### src/rtl/alu_sequencer.sv
// Three-phase (IDLE/EXEC/WB) instruction sequencer in front of an external combinational ALU.
// Owns a 4x8 register file and the C/Z flags, and commits the ALU result at the end of WB.
module alu_sequencer (
    input  logic       clk,
    input  logic       rst_n,
    input  logic       ins_valid,
    output logic       ins_ready,
    input  logic [2:0] ins_op,
    input  logic [1:0] ins_rd,
    input  logic [1:0] ins_rs,
    input  logic [7:0] ins_imm,
    output logic       alu_m,
    output logic [3:0] alu_s,
    output logic [7:0] alu_a,
    output logic [7:0] alu_b,
    input  logic [7:0] alu_t,
    input  logic       alu_cf,
    input  logic       alu_zf,
    output logic       out_valid,
    output logic [7:0] out_data,
    output logic       flag_c,
    output logic       flag_z,
    input  logic [1:0] dbg_sel,
    output logic [7:0] dbg_data
);

    typedef enum logic [1:0] {
        IDLE,
        EXEC,
        WB
    } state_t;

    typedef enum logic [2:0] {
        OP_MOV,
        OP_ADD,
        OP_SUB,
        OP_AND,
        OP_NOT,
        OP_LDI,
        OP_OUT,
        OP_NOP
    } op_t;

    state_t      state_q;
    op_t         op_q;
    logic [1:0]  rd_q;
    logic [7:0]  regs_q [4];
    logic        flag_c_q;
    logic        flag_z_q;
    logic        out_valid_q;
    logic [7:0]  out_data_q;
    logic        alu_m_q;
    logic [3:0]  alu_s_q;
    logic [7:0]  alu_a_q;
    logic [7:0]  alu_b_q;

    logic        alu_m_d;
    logic [3:0]  alu_s_d;
    logic [7:0]  alu_a_d;
    logic [7:0]  alu_b_d;

    // ALU controls/operands for the offered instruction, captured on the accepting edge.
    always_comb begin
        alu_m_d = 1'b0;
        alu_s_d = 4'b0000;
        alu_a_d = regs_q[ins_rs];
        alu_b_d = regs_q[ins_rd];
        case (op_t'(ins_op))
            OP_MOV: begin
                alu_s_d = 4'b1010;
                alu_b_d = regs_q[ins_rs];
            end
            OP_ADD: begin
                alu_m_d = 1'b1;
                alu_s_d = 4'b1001;
            end
            OP_SUB: begin
                alu_m_d = 1'b1;
                alu_s_d = 4'b0110;
            end
            OP_AND: begin
                alu_m_d = 1'b1;
                alu_s_d = 4'b1011;
            end
            OP_NOT: begin
                alu_m_d = 1'b1;
                alu_s_d = 4'b0101;
                alu_b_d = regs_q[ins_rs];
            end
            OP_LDI: begin
                alu_s_d = 4'b1100;
                alu_a_d = ins_imm;
            end
            OP_OUT: begin
                alu_s_d = 4'b1100;
                alu_a_d = regs_q[ins_rd];
            end
            default: ;
        endcase
    end

    always_ff @(posedge clk or negedge rst_n) begin
        if (!rst_n) begin
            state_q     <= IDLE;
            op_q        <= OP_NOP;
            rd_q        <= '0;
            for (int unsigned i = 0; i < 4; i++) begin
                regs_q[i] <= '0;
            end
            flag_c_q    <= 1'b0;
            flag_z_q    <= 1'b0;
            out_valid_q <= 1'b0;
            out_data_q  <= '0;
            alu_m_q     <= 1'b0;
            alu_s_q     <= '0;
            alu_a_q     <= '0;
            alu_b_q     <= '0;
        end else begin
            case (state_q)
                IDLE: begin
                    if (ins_valid) begin
                        state_q <= EXEC;
                        op_q    <= op_t'(ins_op);
                        rd_q    <= ins_rd;
                        alu_m_q <= alu_m_d;
                        alu_s_q <= alu_s_d;
                        alu_a_q <= alu_a_d;
                        alu_b_q <= alu_b_d;
                    end
                end
                EXEC: begin
                    state_q <= WB;
                    // ALU operands are already stable, so the OUT value can be captured a cycle early.
                    if (op_q == OP_OUT) begin
                        out_valid_q <= 1'b1;
                        out_data_q  <= alu_t;
                    end
                end
                WB: begin
                    state_q     <= IDLE;
                    out_valid_q <= 1'b0;
                    alu_m_q     <= 1'b0;
                    alu_s_q     <= '0;
                    alu_a_q     <= '0;
                    alu_b_q     <= '0;
                    if (op_q != OP_OUT && op_q != OP_NOP) begin
                        regs_q[rd_q] <= alu_t;
                    end
                    if (op_q == OP_ADD || op_q == OP_SUB) begin
                        flag_c_q <= alu_cf;
                        flag_z_q <= alu_zf;
                    end else if (op_q == OP_AND || op_q == OP_NOT) begin
                        flag_c_q <= 1'b0;
                        flag_z_q <= (alu_t == '0);
                    end
                end
                default: state_q <= IDLE;
            endcase
        end
    end

    assign ins_ready = (state_q == IDLE);
    assign alu_m     = alu_m_q;
    assign alu_s     = alu_s_q;
    assign alu_a     = alu_a_q;
    assign alu_b     = alu_b_q;
    assign out_valid = out_valid_q;
    assign out_data  = out_data_q;
    assign flag_c    = flag_c_q;
    assign flag_z    = flag_z_q;
    assign dbg_data  = regs_q[dbg_sel];

endmodule

### config.mk
export PLATFORM = sky130hd
export DESIGN_NAME = alu_sequencer
export DESIGN_NICKNAME = d
export VERILOG_FILES = /design/src/rtl/alu_sequencer.sv
export SDC_FILE = /design/constraint.sdc
export NUM_CORES = 1
export LEC_CHECK = 0
export BUFFER_PORTS_ARGS = -buffer_cell sky130_fd_sc_hd__buf_2
export CORE_MARGIN = 5
export CORE_UTILIZATION = 25
export DETAILED_ROUTE_END_ITERATION = 10
export GPL_ROUTABILITY_DRIVEN = 1
export SLEW_MARGIN = 10
export SYNTH_ARGS = -nofsm -noshare
export SYNTH_HDL_FRONTEND = slang
export SYNTH_SLANG_ARGS = --single-unit
### constraint.sdc
create_clock -name clk -period 1.7 [get_ports clk]
set_input_delay 0.34 -clock clk [delete_from_list [all_inputs] [get_ports clk]]
set_output_delay 0.34 -clock clk [all_outputs]
set_load 0.01 [all_outputs]
==> results of run 1 <==
==> registers in the layout (all words and copies together) (netlist names) <==
name       count
op_q           3
alu_m          1
out_data       8
alu_a          8
alu_b          8
regs_q        32
rd_q           2
out_valid      1
flag_z         1
state_q        2
flag_c         1
alu_s          4
==> cell type report <==
cell class / instances / area [µm²] / area share [%]
clock buffer: 15 / 278 / 5.49
clock inverter: 1 / 5.00 / 0.0990
inverter: 1 / 3.75 / 0.0742
multi-input combinational: 184 / 1880 / 37.1
sequential: 71 / 1780 / 35.2
tap: 184 / 230 / 4.55
timing repair buffer: 122 / 881 / 17.4
==> what timing repair did <==
item,in CTS,in global routing
endpoints found under the setup margin,8,17
gates resized for setup,7,2
hold buffers,1,0
setup buffers,27,9
hold endpoints to repair,12,0
==> Yosys cell counts (all sizes together) <==
cell type	number	share of area [%]
inv	1	0.10
clkbuf	8	0.80
a22o	2	0.47
a21o	1	0.20
a32o	1	0.27
dfrtp	68	45
o21bai	1	0.30
a211o	1	0.23
a221oi	8	1.9
or2	1	0.17
nor3b	2	0.70
mux2i	1	0.27
nand3	10	1.3
and3	1	0.17
nor2b	1	0.17
and2b	1	0.20
xnor2	2	0.47
nor4b	1	0.63
or4	2	0.40
nor2	3	0.37
a32oi	8	1.9
nand3b	1	0.20
nand4	1	0.33
mux4	24	14
mux2	44	13
o21ai	3	0.40
nand4b	3	1.3
a21oi	9	1.2
a21boi	8	1.6
dfstp	3	2.1
or3	1	0.17
nand2	14	1.6
buf	15	1.9
o22ai	8	1.3
nand2b	5	0.90
a31oi	3	0.50
a221o	1	0.27
xor2	2	0.47
a211oi	9	1.8
o211ai	1	0.20
==> worst max-delay path, cell delays in order (launching register included) <==
cell,delay (ns)
dfrtp_1,0.40
mux4_2,0.50
buf_6,0.14
==> worst paths after layout <==
path,from,endpoint,cells after the start
setup / recovery,regs_q[9],dbg_data[1],2
hold / removal,alu_zf,flag_z,3
setup reg to reg,state_q[0],regs_q[14],3
hold reg to reg,alu_s[3],alu_s[3],2
max in group asynchronous,rst_n,regs_q[0],3
min in group asynchronous,rst_n,alu_s[3],2
==> per-layer routing <==
| metal | part of all wire, % | up-vias |
|---|---|---|
| met5 | 0 | - |
| met3 | 7.8 | 11 |
| li1 | - | 1326 |
| met2 | 46 | 143 |
| met1 | 45 | 1506 |
| met4 | 1.0 | 0 |
==> report_power, final <==
group	leakage, µW	internal [µW]	switching [µW]	total (µW)
clock	0.000140	1110	684	1790
sequential	0.000864	2420	515	2930
combinational	0.00123	2100	1550	3650
==> cells by family after synthesis <==
group,Yosys count,synth area share [%]
flops,71,47.4
compound gates,64,12.5
xor+xnor,4,0.932
buf+inv,24,2.83
mux,69,27.8
simple gates,47,8.59
==> stage by stage <==
stage	hold slack [ns]	area, µm²	worst slack, ns	std cells	utilization [%]
final	0.299	5060	-0.00718	578	34.5
after global routing	0.310	5060	-0.0547	578	34.5
after CTS	0.289	4980	-0.0289	569	34.0
after detailed placement	0.311	4440	-0.0485	525	30.3
after global placement	0.306	4440	-0.0175	525	30.3
after floorplan	0.0444	3760	0.0983	279	-
==> cells in the final DEF (no fill, tap or decap), types with 4 or more instances in the layout <==
cell type,count
o22ai_1,8
mux4_2,24
dfrtp_1,68
mux2_2,44
nand2_1,13
a32oi_1,8
nand2b_1,4
clkbuf_16,9
a21oi_1,9
buf_4,44
nand3_1,10
buf_12,7
buf_2,62
buf_6,8
a21boi_0,8
a211oi_1,9
a221oi_1,8
==> results.py, run 1 <==
metrics = {
    "global_routing": {
        "grt_use_met2_pct": 20.1,
        "gr-total-overflow": 0,
        "grt_use_total_pct": 13.0,
        "grtUsageMet1_pct": 18.0,
        "grt_pass1_vias": 3115,
        "antenna_found_initial": 0,
        "top_usage_layer": "met2",
        "grt_max_degree": 44,
        "grt_pass1_wl_mm": 17.9,
        "grtUsageMet3_pct": 3.95,
    },
    "layout": {
        "antenna_cells": 0,
        "drive_gt1_share_pct": 54.8,
        "area_growth_pct": 34.5,
        "nNetsFinal": 419,
        "fillers": 1455,
    },
    "place": {
        "place.gp.congestion": 0.779,
        "dp_hpwl_mm": 7.91,
        "io_buffers": 70,
    },
    "sta": {
        "rsz0062_at_grt": "yes",
        "maxSlewViolCount": 0,
        "setup_viol": 2,
        "worst_slew_pin_slew_ns": 0.748,
        "fmax_mhz": 586,
        "setup_ws_ns": -0.00718,
        "fin_skew_ns": 0.00748,
        "period_share_pct": 100,
        "maxSlewHeadroom_pct": 50.0,
        "tns_ns": -0.00896,
        "hold_viol_final": 0,
        "min_period_ns": 1.71,
    },
    "floorplan": {
        "num_rows": 44,
        "dieArea_um2": 17600,
        "io-pin-count": 71,
        "die_x_um": 133,
        "core_um2": 14600,
        "die_h_um": 133,
        "initial_core_util_pct": 25.7,
    },
    "logic_synthesis": {
        "syn_nets": 309,
        "yosysUniqueCellTypes": 48,
        "ys_warn_count": 0,
        "ys_ff_latch": 71,
        "synth_cells": 279,
        "synth_area_um2": 3760,
        "seq_area_frac_synth_pct": 47.4,
        "synth_area_per_cell_um2": 13.5,
    },
    "flow_run": {
        "drv_cap": 0,
    },
    "power": {
        "ir_worst_vdd_v": 0.000707,
        "power.static_leakage_uw": 0.00223,
        "p_total_uw": 8380,
        "p_per_area_nw_per_um2": 1660,
    },
    "critical_path": {
        "cp_max_fo": 4,
        "worstPathArrival_ns": 1.37,
        "cp-start-kind": "flop",
        "critical_path_class": "flop to primary output",
        "cp.required_ns": 1.36,
        "worstSetupEndpointType": "primary output",
        "rrSetupSlack_ns": 0.08,
    },
    "drt": {
        "antenna_left": 0,
        "routed_wl_mm": 11.4,
        "viasPerCell": 5.17,
        "via_count": 2986,
        "drc": 0,
        "drtPass1Iterations": 4,
        "wl_per_cell_um": 19.8,
        "drt_iter0_drc": 238,
    },
    "outcome": {
        "status": "finished with violations",
        "failed_checks": "negative setup slack",
    },
    "clock_tree": {
        "clk_pin_slew_ns": 0.05,
        "tritoncts": "built",
        "htreeDepth": 3,
        "cts_root_buf": "clkbuf_16",
        "clockBufferDepth": 2,
        "clock_sinks": 71,
        "cts_buffers": 9,
        "clock_latency_ns": 0.33,
    },
    "min_path": {
        "holdCritPathClass": "input pin to flop",
    },
}
No activity file was read; power rests on OpenSTA's default activity.
==> run 2, diff against run 1 <==
- clock period: 1.7 -> 1.8 ns (I/O delays scaled with it)
==> run 2 against run 1 <==
Compared with the run above:
- flip-flop and latch count did not move
- sequential power about the same
- largest cell class unchanged
- critical path type unchanged
- the flow now finishes without violations
- wire length down 5.9%
- cell area decreased by 5.1%
- utilization down 1.8 points
- total power down 9.4%
==> results.py, run 2 (synthesized netlist as in run 1, its figures left out) <==
metrics = {
    "floorplan": {
        "die_x_um": 133,
        "num_rows": 44,
        "initial_core_util_pct": 25.7,
        "die_h_um": 133,
        "io-pin-count": 71,
        "core_um2": 14600,
        "dieArea_um2": 17600,
    },
    "sta": {
        "setup_viol": 0,
        "min_period_ns": 1.77,
        "worst_slew_pin_slew_ns": 0.479,
        "fin_skew_ns": 0.00548,
        "hold_viol_final": 0,
        "maxSlewViolCount": 0,
        "fmax_mhz": 565,
        "hold_ws_ns": 0.321,
        "maxSlewHeadroom_pct": 68.1,
        "rsz0062_at_grt": "yes",
        "period_share_pct": 98.3,
    },
    "critical_path": {
        "cp.required_ns": 1.44,
        "worstPathArrival_ns": 1.41,
        "worstSetupEndpointType": "primary output",
        "reg2regPathDepth": 3,
        "critical_path_class": "flop to primary output",
        "cp-startpoint": "regs_q[2]",
        "cp_max_fo": 4,
        "cp-start-kind": "flop",
        "rrSetupSlack_ns": 0.14,
        "rr_endpoint": "regs_q[2]",
        "r2r_start": "state_q[0]",
    },
    "clock_tree": {
        "clock_sinks": 71,
        "cts_root_buf": "clkbuf_16",
        "cts_buffers": 9,
        "clock_latency_ns": 0.33,
        "clockBufferDepth": 2,
        "htreeDepth": 3,
        "tritoncts": "built",
        "clk_pin_slew_ns": 0.06,
    },
    "drt": {
        "wl_per_cell_um": 19.7,
        "drtPass1Iterations": 4,
        "drt_iter0_drc": 287,
        "drc": 0,
        "via_count": 2832,
        "routed_wl_mm": 10.8,
        "viasPerCell": 5.20,
        "antenna_left": 0,
    },
    "layout": {
        "nNetsFinal": 386,
        "layout_common_cells": "dfrtp_1 (68), buf_2 (68), mux2_2 (44)",
        "stdcell_count": 545,
        "drive_gt1_share_pct": 51.5,
        "top_register": "regs_q",
        "area_growth_pct": 27.6,
        "antenna_cells": 0,
        "largest_register_ffs": 32,
    },
    "power": {
        "p_per_area_nw_per_um2": 1580,
        "ir_worst_vdd_v": 0.000714,
        "power.static_leakage_uw": 0.00208,
    },
    "global_routing": {
        "antenna_found_initial": 0,
        "gr-total-overflow": 0,
        "grt_pass1_vias": 2854,
        "grt_max_degree": 42,
        "grt_use_total_pct": 12.5,
        "grt_pass1_wl_mm": 17.1,
    },
    "outcome": {
        "status": "finished, final reports clean",
    },
    "place": {
        "io_buffers": 70,
        "place.gp.congestion": 0.793,
        "place_inst": 524,
        "dp_hpwl_mm": 7.75,
    },
    "min_path": {
        "holdPathStages": 3,
        "hp-start": "alu_zf",
        "holdCritPathClass": "input pin to flop",
        "worst_hold_path.endpoint": "flag_z",
    },
    "flow_run": {
        "drv_cap": 0,
    },
}
## run 2: timing repair
item                                    CTS  global route
setup buffers                             0             4
endpoints found under the setup margin    0             6
endpoints found under the hold margin    14             0
hold buffers                              1             0
gates resized for setup                   0             2
## run 2: area by class of cell
type | count | area [µm²]
flip-flops and latches | 71 | 1780
well taps | 184 | 230
repair buffers | 89 | 558
inverters | 1 | 3.75
multi-input cells | 184 | 1880
clock inverters | 6 | 108
clock buffers | 10 | 239
fillers | 1476 | 9850
## run 2: worst max-delay path by stage
stage | slack [ns] | cells after the start | to
after global routing | -0.009 | 3 | regs_q[2]
after global placement | 0.13 | 4 | dbg_data[6]
after detailed placement | 0.13 | 4 | dbg_data[6]
final | 0.03 | 2 | dbg_data[2]
after CTS | 0.01 | 2 | dbg_data[7]
after floorplan | 0.20 | 4 | out_data[0]
## run 2: power breakdown
group | switching (µW) | leakage, µW | internal [µW]
Clock | 678 | 0.000168 | 1390
Sequential | 611 | 0.000864 | 2290
Combinational | 1170 | 0.00104 | 1460
## run 2: stage by stage
stage               utilization (%)  power (µW)  area (µm²)  worst slack, ns  TNS, ns
floorplan                         -        4420        3760            0.198        0
global placement               30.0        5360        4400            0.128        0
detailed placement             30.0        5460        4400            0.131        0
CTS                            32.5        7560        4750          0.00998        0
global route                   32.8        8030        4800         -0.00893  -0.0198
finish                         32.8        7590        4800           0.0306        0
## run 2: worst max-delay path: stages, from the launching register on
cell,delay (ns)
dfrtp_1,0.41
mux4_2,0.52
buf_6,0.14
## run 2: metal layers
layer,track usage [%],wire [µm],part of all wire (%),vias up
met2,18.7,4940,46,103
li1,-,-,-,1256
met5,0,0,0,-
met3,3.30,663,6.2,10
met4,3.12,119,1.1,0
met1,18.1,5040,47,1463
